===== config.mk =====
export PLATFORM = sky130hd
export DESIGN_NAME = trng_source_flat
export DESIGN_NICKNAME = d
export VERILOG_FILES = /design/src/rtl/trng_source_if.sv /design/src/rtl/trng_source.sv /design/src/flat_wrapper.sv
export SDC_FILE = /design/constraint.sdc
export NUM_CORES = 1
export LEC_CHECK = 0
export BUFFER_PORTS_ARGS = -buffer_cell sky130_fd_sc_hd__buf_2
export CAP_MARGIN = 20
export CORE_MARGIN = 4
export CORE_UTILIZATION = 50
export CTS_BUF_LIST = sky130_fd_sc_hd__clkbuf_16
export DETAILED_ROUTE_END_ITERATION = 8
export PLACE_DENSITY = 0.69
export SYNTH_ARGS = -nofsm -noshare
export SYNTH_HDL_FRONTEND = slang
export SYNTH_SLANG_ARGS = --single-unit

===== constraint.sdc =====
create_clock -name clk -period 4.9 [get_ports clk]
set_clock_uncertainty 0.1 [all_clocks]
set_input_delay 0.735 -clock clk [delete_from_list [all_inputs] [get_ports clk]]
set_output_delay 0.735 -clock clk [all_outputs]
set_load 0.03 [all_outputs]

===== src/rtl/trng_source_if.sv =====
// rtl/trng_source_if.sv - request/word/valid handshake between TRNG source and its consumer
interface trng_source_if #(
  parameter int TRNG_WIDTH = 8
);
  logic                  trng_req;
  logic [TRNG_WIDTH-1:0] trng_word;
  logic                  trng_valid;

  // Producer side: drives the word and its valid pulse, listens to requests.
  modport master (
    input  trng_req,
    output trng_word,
    output trng_valid
  );

  // Consumer side.
  modport slave (
    output trng_req,
    input  trng_word,
    input  trng_valid
  );
endinterface


===== src/rtl/trng_source.sv =====
// rtl/trng_source.sv - von Neumann conditioned TRNG with word FIFO and repetition health test
module trng_source #(
  parameter int TRNG_WIDTH = 8,
  parameter int FIFO_DEPTH = 4,
  parameter int REP_LIMIT  = 16
) (
  input  logic                             clk,
  input  logic                             reset,
  input  logic                             raw_bit,
  input  logic                             raw_strobe,
  trng_source_if.master                    io,
  output logic                             health_fail,
  output logic [$clog2(FIFO_DEPTH+1)-1:0]  fifo_level
);
  localparam int PW = $clog2(FIFO_DEPTH);
  localparam int LW = $clog2(FIFO_DEPTH + 1);
  localparam int CW = $clog2(TRNG_WIDTH);
  localparam int RW = $clog2(REP_LIMIT + 1);
  localparam logic [CW-1:0] LAST_BIT = CW'(TRNG_WIDTH - 1);
  localparam logic [LW-1:0] FULL     = LW'(FIFO_DEPTH);
  localparam logic [RW-1:0] LIMIT    = RW'(REP_LIMIT);

  typedef enum logic {FIRST, SECOND} pair_t;
  typedef enum logic {IDLE, VALID} out_t;

  pair_t                  pair_state;
  logic                   b0;
  logic [TRNG_WIDTH-1:0]  acc;
  logic [CW-1:0]          bit_cnt;

  logic                   last_bit;
  logic                   seen;
  logic [RW-1:0]          run_cnt;
  logic [RW-1:0]          run_next;

  logic [TRNG_WIDTH-1:0]  mem [FIFO_DEPTH];
  logic [PW-1:0]          wr_ptr;
  logic [PW-1:0]          rd_ptr;

  out_t                   out_state;
  logic [TRNG_WIDTH-1:0]  word_q;
  logic                   valid_q;

  logic                   trip;
  logic                   fail_now;
  logic                   emit;
  logic                   word_done;
  logic [TRNG_WIDTH-1:0]  full_word;
  logic                   pop;
  logic                   push;

  // Run length the health counter will hold after this strobe (saturating).
  always_comb begin
    run_next = RW'(1);
    if (seen && raw_bit == last_bit) begin
      run_next = (run_cnt == LIMIT) ? run_cnt : run_cnt + RW'(1);
    end
  end

  // A tripping sample blocks pushes and flushes the FIFO on the same edge.
  assign trip      = raw_strobe && (run_next == LIMIT);
  assign fail_now  = health_fail || trip;
  assign emit      = raw_strobe && (pair_state == SECOND) && (raw_bit != b0);
  assign word_done = emit && (bit_cnt == LAST_BIT);
  assign full_word = {b0, acc[TRNG_WIDTH-1:1]};
  assign pop       = (out_state == IDLE) && io.trng_req && (fifo_level != '0) && !health_fail;
  assign push      = word_done && !fail_now && ((fifo_level != FULL) || pop);

  assign io.trng_word  = word_q;
  assign io.trng_valid = valid_q;

  // Von Neumann pairing and LSB-first word packing.
  always_ff @(posedge clk or posedge reset) begin
    if (reset) begin
      pair_state <= FIRST;
      b0         <= 1'b0;
      acc        <= '0;
      bit_cnt    <= '0;
    end else if (raw_strobe) begin
      if (pair_state == FIRST) begin
        b0         <= raw_bit;
        pair_state <= SECOND;
      end else begin
        pair_state <= FIRST;
        if (emit) begin
          acc     <= full_word;
          bit_cnt <= word_done ? '0 : bit_cnt + CW'(1);
        end
      end
    end
  end

  // Repetition-count health test; the failure flag is sticky until reset.
  always_ff @(posedge clk or posedge reset) begin
    if (reset) begin
      last_bit    <= 1'b0;
      seen        <= 1'b0;
      run_cnt     <= '0;
      health_fail <= 1'b0;
    end else if (raw_strobe) begin
      last_bit <= raw_bit;
      seen     <= 1'b1;
      run_cnt  <= run_next;
      if (trip) health_fail <= 1'b1;
    end
  end

  // FIFO storage; pointers alone define validity so the array needs no reset.
  always_ff @(posedge clk) begin
    if (push) mem[wr_ptr] <= full_word;
  end

  // FIFO pointers and level; a health failure empties the buffer.
  always_ff @(posedge clk or posedge reset) begin
    if (reset) begin
      wr_ptr     <= '0;
      rd_ptr     <= '0;
      fifo_level <= '0;
    end else if (fail_now) begin
      wr_ptr     <= '0;
      rd_ptr     <= '0;
      fifo_level <= '0;
    end else begin
      if (push) wr_ptr <= wr_ptr + PW'(1);
      if (pop)  rd_ptr <= rd_ptr + PW'(1);
      if (push && !pop)      fifo_level <= fifo_level + LW'(1);
      else if (pop && !push) fifo_level <= fifo_level - LW'(1);
    end
  end

  // Output FSM: one-cycle valid per delivered word, word held until the next delivery.
  always_ff @(posedge clk or posedge reset) begin
    if (reset) begin
      out_state <= IDLE;
      word_q    <= '0;
      valid_q   <= 1'b0;
    end else begin
      case (out_state)
        IDLE: begin
          if (pop) begin
            out_state <= VALID;
            word_q    <= mem[rd_ptr];
            valid_q   <= 1'b1;
          end
        end
        VALID: begin
          out_state <= IDLE;
          valid_q   <= 1'b0;
        end
        default: begin
          out_state <= IDLE;
          valid_q   <= 1'b0;
        end
      endcase
    end
  end
endmodule


===== src/flat_wrapper.sv =====
// flat-port wrapper written by rule: the top's interface ports become plain ports
module trng_source_flat 
#(
  parameter int TRNG_WIDTH = 8,
  parameter int FIFO_DEPTH = 4,
  parameter int REP_LIMIT  = 16
)
  (clk, reset, raw_bit, raw_strobe, health_fail, fifo_level, io_trng_req, io_trng_word, io_trng_valid);
  trng_source_if #(.TRNG_WIDTH(TRNG_WIDTH)) io_i ();
  input  logic clk;
  input  logic reset;
  input  logic raw_bit;
  input  logic raw_strobe;
  output logic health_fail;
  output logic [$clog2(FIFO_DEPTH+1)-1:0] fifo_level;
  input wire logic [$bits(io_i.trng_req)-1:0] io_trng_req;
  output wire logic [$bits(io_i.trng_word)-1:0] io_trng_word;
  output wire logic [$bits(io_i.trng_valid)-1:0] io_trng_valid;
  assign io_i.trng_req = io_trng_req;
  assign io_trng_word = io_i.trng_word;
  assign io_trng_valid = io_i.trng_valid;
  trng_source #(.TRNG_WIDTH(TRNG_WIDTH), .FIFO_DEPTH(FIFO_DEPTH), .REP_LIMIT(REP_LIMIT)) u_core (.clk(clk), .reset(reset), .raw_bit(raw_bit), .raw_strobe(raw_strobe), .io(io_i), .health_fail(health_fail), .fifo_level(fifo_level));
endmodule

==> Yosys cells after proc, flatten, opt, wreduce, memory -nomap -nowiden <==
Memories as Yosys holds them, arrays and structs flattened. A register that Yosys moved wholly into a read port is not among the register bits.
Cells that the tools add are included.
{ "classes": {"muxes": 17, "n_bitwise": 2, "reduce_logical": 26, "add_sub_neg": 6, "eq_ne": 7} }
{ "op_table": {"columns": ["operator", "count"], "rows": [
  ["logical AND 1 bit", 12],
  ["2-to-1 mux 3 bit", 4],
  ["equality test 5 bit, second input constant", 2],
  ["2-to-1 mux 5 bit", 2],
  ["2-to-1 mux 2 bit", 4],
  ["adder 3 x 1 -> 3 bit, second input constant", 2],
  ["AND reduction 2 bit", 3],
  ["nonzero test 3 bit", 2],
  ["adder 5 x 1 -> 5 bit, second input constant", 1],
  ["2-to-1 mux 1 bit", 5],
  ["adder 2 x 1 -> 2 bit, second input constant", 2],
  ["logical NOT 1 bit", 4],
  ["one-hot mux 1 bit (2 select lines)", 2],
  ["nonzero test 2 bit", 2],
  ["equality test 3 bit, second input constant", 1],
  ["!= test 3 bit, second input constant", 1],
  ["AND reduction 3 bit", 1],
  ["subtractor 3 x 1 -> 3 bit, second input constant", 1],
  ["logical OR 1 bit", 2],
  ["!= test 2 x 1 -> 1 bit, second input constant", 1],
  ["NOT 1 bit", 2],
  ["equality test 1 bit", 1],
  ["!= test 1 bit", 1]
]} }
{ "totals": {"wordCells": 72, "mem_count": 1, "output_inout_bits": 13, "input_bits": 5, "ram_bits": 32, "reg_bits": 30} }
{ "mem_list": {"columns": ["memory", "words", "word_bits", "read_ports", "rd_clocked_by_memory_dff", "write_ports", "line_no", "text"], "rows": [
  ["u_core.mem", 4, 8, 1, 1, 1, "trng_source.sv:36", "logic [TRNG_WIDTH-1:0] mem [FIFO_DEPTH];"]
]} }

==> Logic depth before layout (Yosys ltp) <==
{ "logic_depth": {"depth_word": 14, "depth_mapped": 12} }

==> Worst setup path after synthesis <==
No wires, ideal clock.
{ "synth_path": {"kind": "input to register", "startpoint": "input port raw_bit", "endpoint": "register u_core.fifo_level[2]", "n_path_buf": 0, "arrival_ns": 2.567, "required_ns": 4.666, "setup_slack_ns": 2.099, "setup_time_ns": 0.134, "path_stages": 10, "cell_sequence": "xnor2_1 nand2_1 o41ai_2 a21boi_0 ha_1 fa_1 xnor2_1 nor2_1 xnor2_1 a21oi_1"} }
{ "synth_between": {"elab_chain_len": 12, "word_cells_on_any_way": 18, "cone_classes": "eq/ne: 3; mux: 3; reduce/logical: 12"} }
{ "synth_rtl": {"columns": ["item", "line_no", "text"], "rows": [
  ["start, declared", "flat_wrapper.sv:12", "input logic raw_bit;"],
  ["equality test 1 bit", "trng_source.sv:55", "if (seen && raw_bit == last_bit) begin"],
  ["logical AND 1 bit", "trng_source.sv:55", null],
  ["2-to-1 mux 5 bit", "trng_source.sv:55", null],
  ["equality test 5 bit", "trng_source.sv:61", "assign trip = raw_strobe && (run_next == LIMIT);"],
  ["logical AND 1 bit", "trng_source.sv:61", null],
  ["logical OR 1 bit", "trng_source.sv:62", "assign fail_now = health_fail || trip;"],
  ["logical NOT 1 bit", "trng_source.sv:67", "assign push = word_done && !fail_now && ((fifo_level != FULL) || pop);"],
  ["logical AND 1 bit (2 in series)", "trng_source.sv:67", null],
  ["logical AND 1 bit / logical NOT 1 bit (equally long branches)", "trng_source.sv:126, trng_source.sv:127", null],
  ["2-to-1 mux 3 bit / logical AND 1 bit (equally long branches)", "trng_source.sv:126, trng_source.sv:127", null],
  ["2-to-1 mux 3 bit / nonzero test 3 bit (equally long branches)", null, null],
  ["end signal, assigned", "trng_source.sv:126", "if (push && !pop) fifo_level <= fifo_level + LW'(1);"],
  ["end signal, assigned", "trng_source.sv:127", "else if (pop && !push) fifo_level <= fifo_level - LW'(1);"],
  ["end, declared", "trng_source.sv:13", "output logic [$clog2(FIFO_DEPTH+1)-1:0] fifo_level"]
]} }
Parallel ways exist; a longest one is shown, timed or not.
A chain may end at the register's enable or synchronous reset.

==> Final worst setup path <==
Same ends and word-level chain as after synthesis.

==> results.toml <==
[critical_path]
arrival_ns = 2.96
worstPathRequired_ns = 5.00
cp-start-kind = "input pin"
critPathCaptureType = "flip-flop"
crit_path_max_fanout = 13
crit_type = "input pin to flip-flop"

[job]
max_cap_violations = 0

[power]
p_clk_share_pct = 28.9
p_seq_share_pct = 43.6
internal_power_mw = 1.444
sw_frac_of_total_pct = 32.80
p_sw_uw = 704.8
p_leak_nw = 1.388
peakVddDrop_mv = 0.3243
power.density_nw_per_um2 = 624.6
comb_power_share_pct = 27.5

[die]
fp-row-count = 27
die_y_um = 85.19
die_area_um2 = 7257
coreArea_um2 = 5642
pin_count = 18
fp.dieW_um = 85.19
start_util_pct = 52.81

[finish]
final_cell_mix = "dfrtp_1 (37), edfxtp_1 (32), mux2_2 (19)"
nFillCells = 433
final_net_count = 239
multi_input_area_um2 = 1017
stdcell_count = 301
diodes = 0
ff_latch_area_um2 = 1887
drive_above_1_share_pct = 30.13
area_growth_pct = 15.50
layout_commonest_cell = "dfrtp_1"

[clocking]
clock_path_buffers = 2
clock_latency_ns = 0.33
cts_root_buffer = "clkbuf_16"
cts_tree = "yes"
path_clk_slew_ns = 0.06
holdBufCountCts = 0
numClockSinks = 69
post_cts_buffers = 0
cts_made_buffers = 9
cts-resized-gates = 0
htree_levels = 3

[sta]
fin_crit_sh_pct = 58.33
final_max_slew_viol_count = 0
grt_setup_unrepaired = "false"
finalSetupViolCount = 0
finalHoldViolCount = 0
setup_tns_ns = 0
worst_slew_pin_slew_ns = 1.001
timing.fmax_mhz = 349.9
period_needed_ns = 2.858
slew_headroom_pct = 33.28

[grt]
antenna_found_initial = 0
grt_pass1_vias = 1637
grt_max_degree = 33
overflow = 0
grt_pass1_wl_um = 8342
grt_use_total_pct = 15.46

[routing]
wl_per_cell_um = 16.52
drt_iter0_drc = 74
vias = 1626
routed_wl_um = 4972
antenna_left = 0
via_per_inst = 5.402
drc = 0
firstDrtPassIters = 4

[synthesis]
ys_seq_elements = 69
ys_seq_area_share_pct = 63.33
synthCells = 199
synth.avg_cell_area_um2 = 14.97
synth.distinct_cells = 39
synth_area_um2 = 2979
synth_warnings = 0
synth_nets = 214

[status]
outcome = "finished clean"

[place]
dp_cells = 284
hpwlAfterDp_um = 3217
place_congestion = 0.7291
port_buffers = 17

[min_path]
hp-class = "input pin to async pin"
[per-stage QoR]
stage	instance area, µm²	power [mW]	hold WS [ns]	setup slack [ns]	utilization, %
finish	3441	2.149	0.2059	2.042	60.99
global placement	3141	1.516	0.3507	1.632	55.67
floorplan	2979	1.383	0.3364	2.099	-
CTS	3433	2.166	0.2009	1.538	60.86
detailed placement	3141	1.540	0.3755	1.560	55.67
global route	3441	2.278	0.2339	1.840	60.99
[registers in the layout, indices dropped and copies added (netlist names)]
| register | cells |
|---|---|
| u_core.wr_ptr | 2 |
| u_core.io.trng_valid | 1 |
| u_core.io.trng_word | 8 |
| u_core.rd_ptr | 2 |
| u_core.b0 | 1 |
| u_core.acc | 7 |
| u_core.fifo_level | 3 |
| u_core.health_fail | 1 |
| u_core.mem | 32 |
| u_core.pair_state | 1 |
| u_core.run_cnt | 5 |
| u_core.out_state | 1 |
| u_core.bit_cnt | 3 |
| u_core.seen | 1 |
| u_core.last_bit | 1 |
[cells by family after synthesis]
| group | share of synthesized area, % |
|---|---|
| buffers and inverters | 2.520 |
| adder cells (fa/ha/maj) | 4.452 |
| AO/OA/AOI/OAI | 6.804 |
| flip-flops | 63.33 |
| XOR/XNOR | 2.940 |
| AND/OR/NAND/NOR | 6.384 |
| multiplexers | 13.57 |
[path summary, 6_finish.rpt]
kind	to	depth (start not counted)	slack [ns]	startpoint
setup / recovery	u_core.fifo_level[2]	12	2.04	raw_bit
hold / removal	u_core.io.trng_word[7]	2	0.21	reset
setup reg to reg	u_core.fifo_level[2]	12	2.05	u_core.run_cnt[0]
hold reg to reg	u_core.io.trng_valid	1	0.37	u_core.out_state
max in group asynchronous	u_core.io.trng_valid	3	3.79	reset
min in group clk	u_core.io.trng_valid	1	0.37	u_core.out_state
[routing by layer]
metal  GRT usage [%]  routed length [µm]
met1           19.96                2336
met2           23.52                2396
met3           6.214                 217
met4           5.899                  21
met5               0                   0
[power by group through the flow]
stage               Sequential [mW]  Clock (mW)  Combinational [mW]
floorplan                     0.976           0               0.407
global placement              0.942           0               0.574
detailed placement            0.951           0               0.589
CTS                           0.940       0.636               0.590
global route                  0.967       0.662               0.649
finish                        0.938       0.621               0.591
[Yosys cell counts (all sizes together)]
cell      n  share of area [%]
clkinv    1               0.29
a21boi    1               0.25
o22ai     1               0.21
nand4     1               0.21
nand4bb   1               0.38
xor2      2               0.59
mux4      8                6.0
or3b      1               0.38
o2bb2ai   1               0.29
edfxtp   32                 32
mux2     19                7.2
xnor2     8                2.4
fa        1               0.67
mux2i     1               0.34
a21oi    14                2.5
a21o      2               0.50
and2      2               0.42
or2       2               0.42
and3      2               0.42
ha        9                3.8
o41ai     1               0.55
nand2    10                1.3
nor2      7               0.97
buf       3               0.55
clkbuf    3               0.42
inv      10                1.3
a311oi    1               0.88
nand3     2               0.34
nand3b    3               0.76
nor3b     2               0.50
o221ai    1               0.29
o21ai     8                1.3
nor3      2               0.34
dfrtp    37                 31
[worst max-delay path: stages]
cell      delay [ns]
buf_2           0.13
xnor2_1         0.20
nand2_1         0.20
o41ai_2         0.32
buf_4           0.24
a21boi_0        0.11
ha_1            0.23
fa_1            0.38
xnor2_1         0.13
nor2_1          0.11
xnor2_1         0.12
a21oi_1         0.06
[area by class of cell]
cell class	instances	share of cell area, %
Sequential cell	69	54.84
Multi-Input combinational cell	113	29.56
Clock buffer	9	6.545
Timing Repair Buffer	20	3.127
Tap cell	72	2.618
Clock inverter	7	1.964
Inverter	11	1.345
No activity file was read; power rests on OpenSTA's default activity.
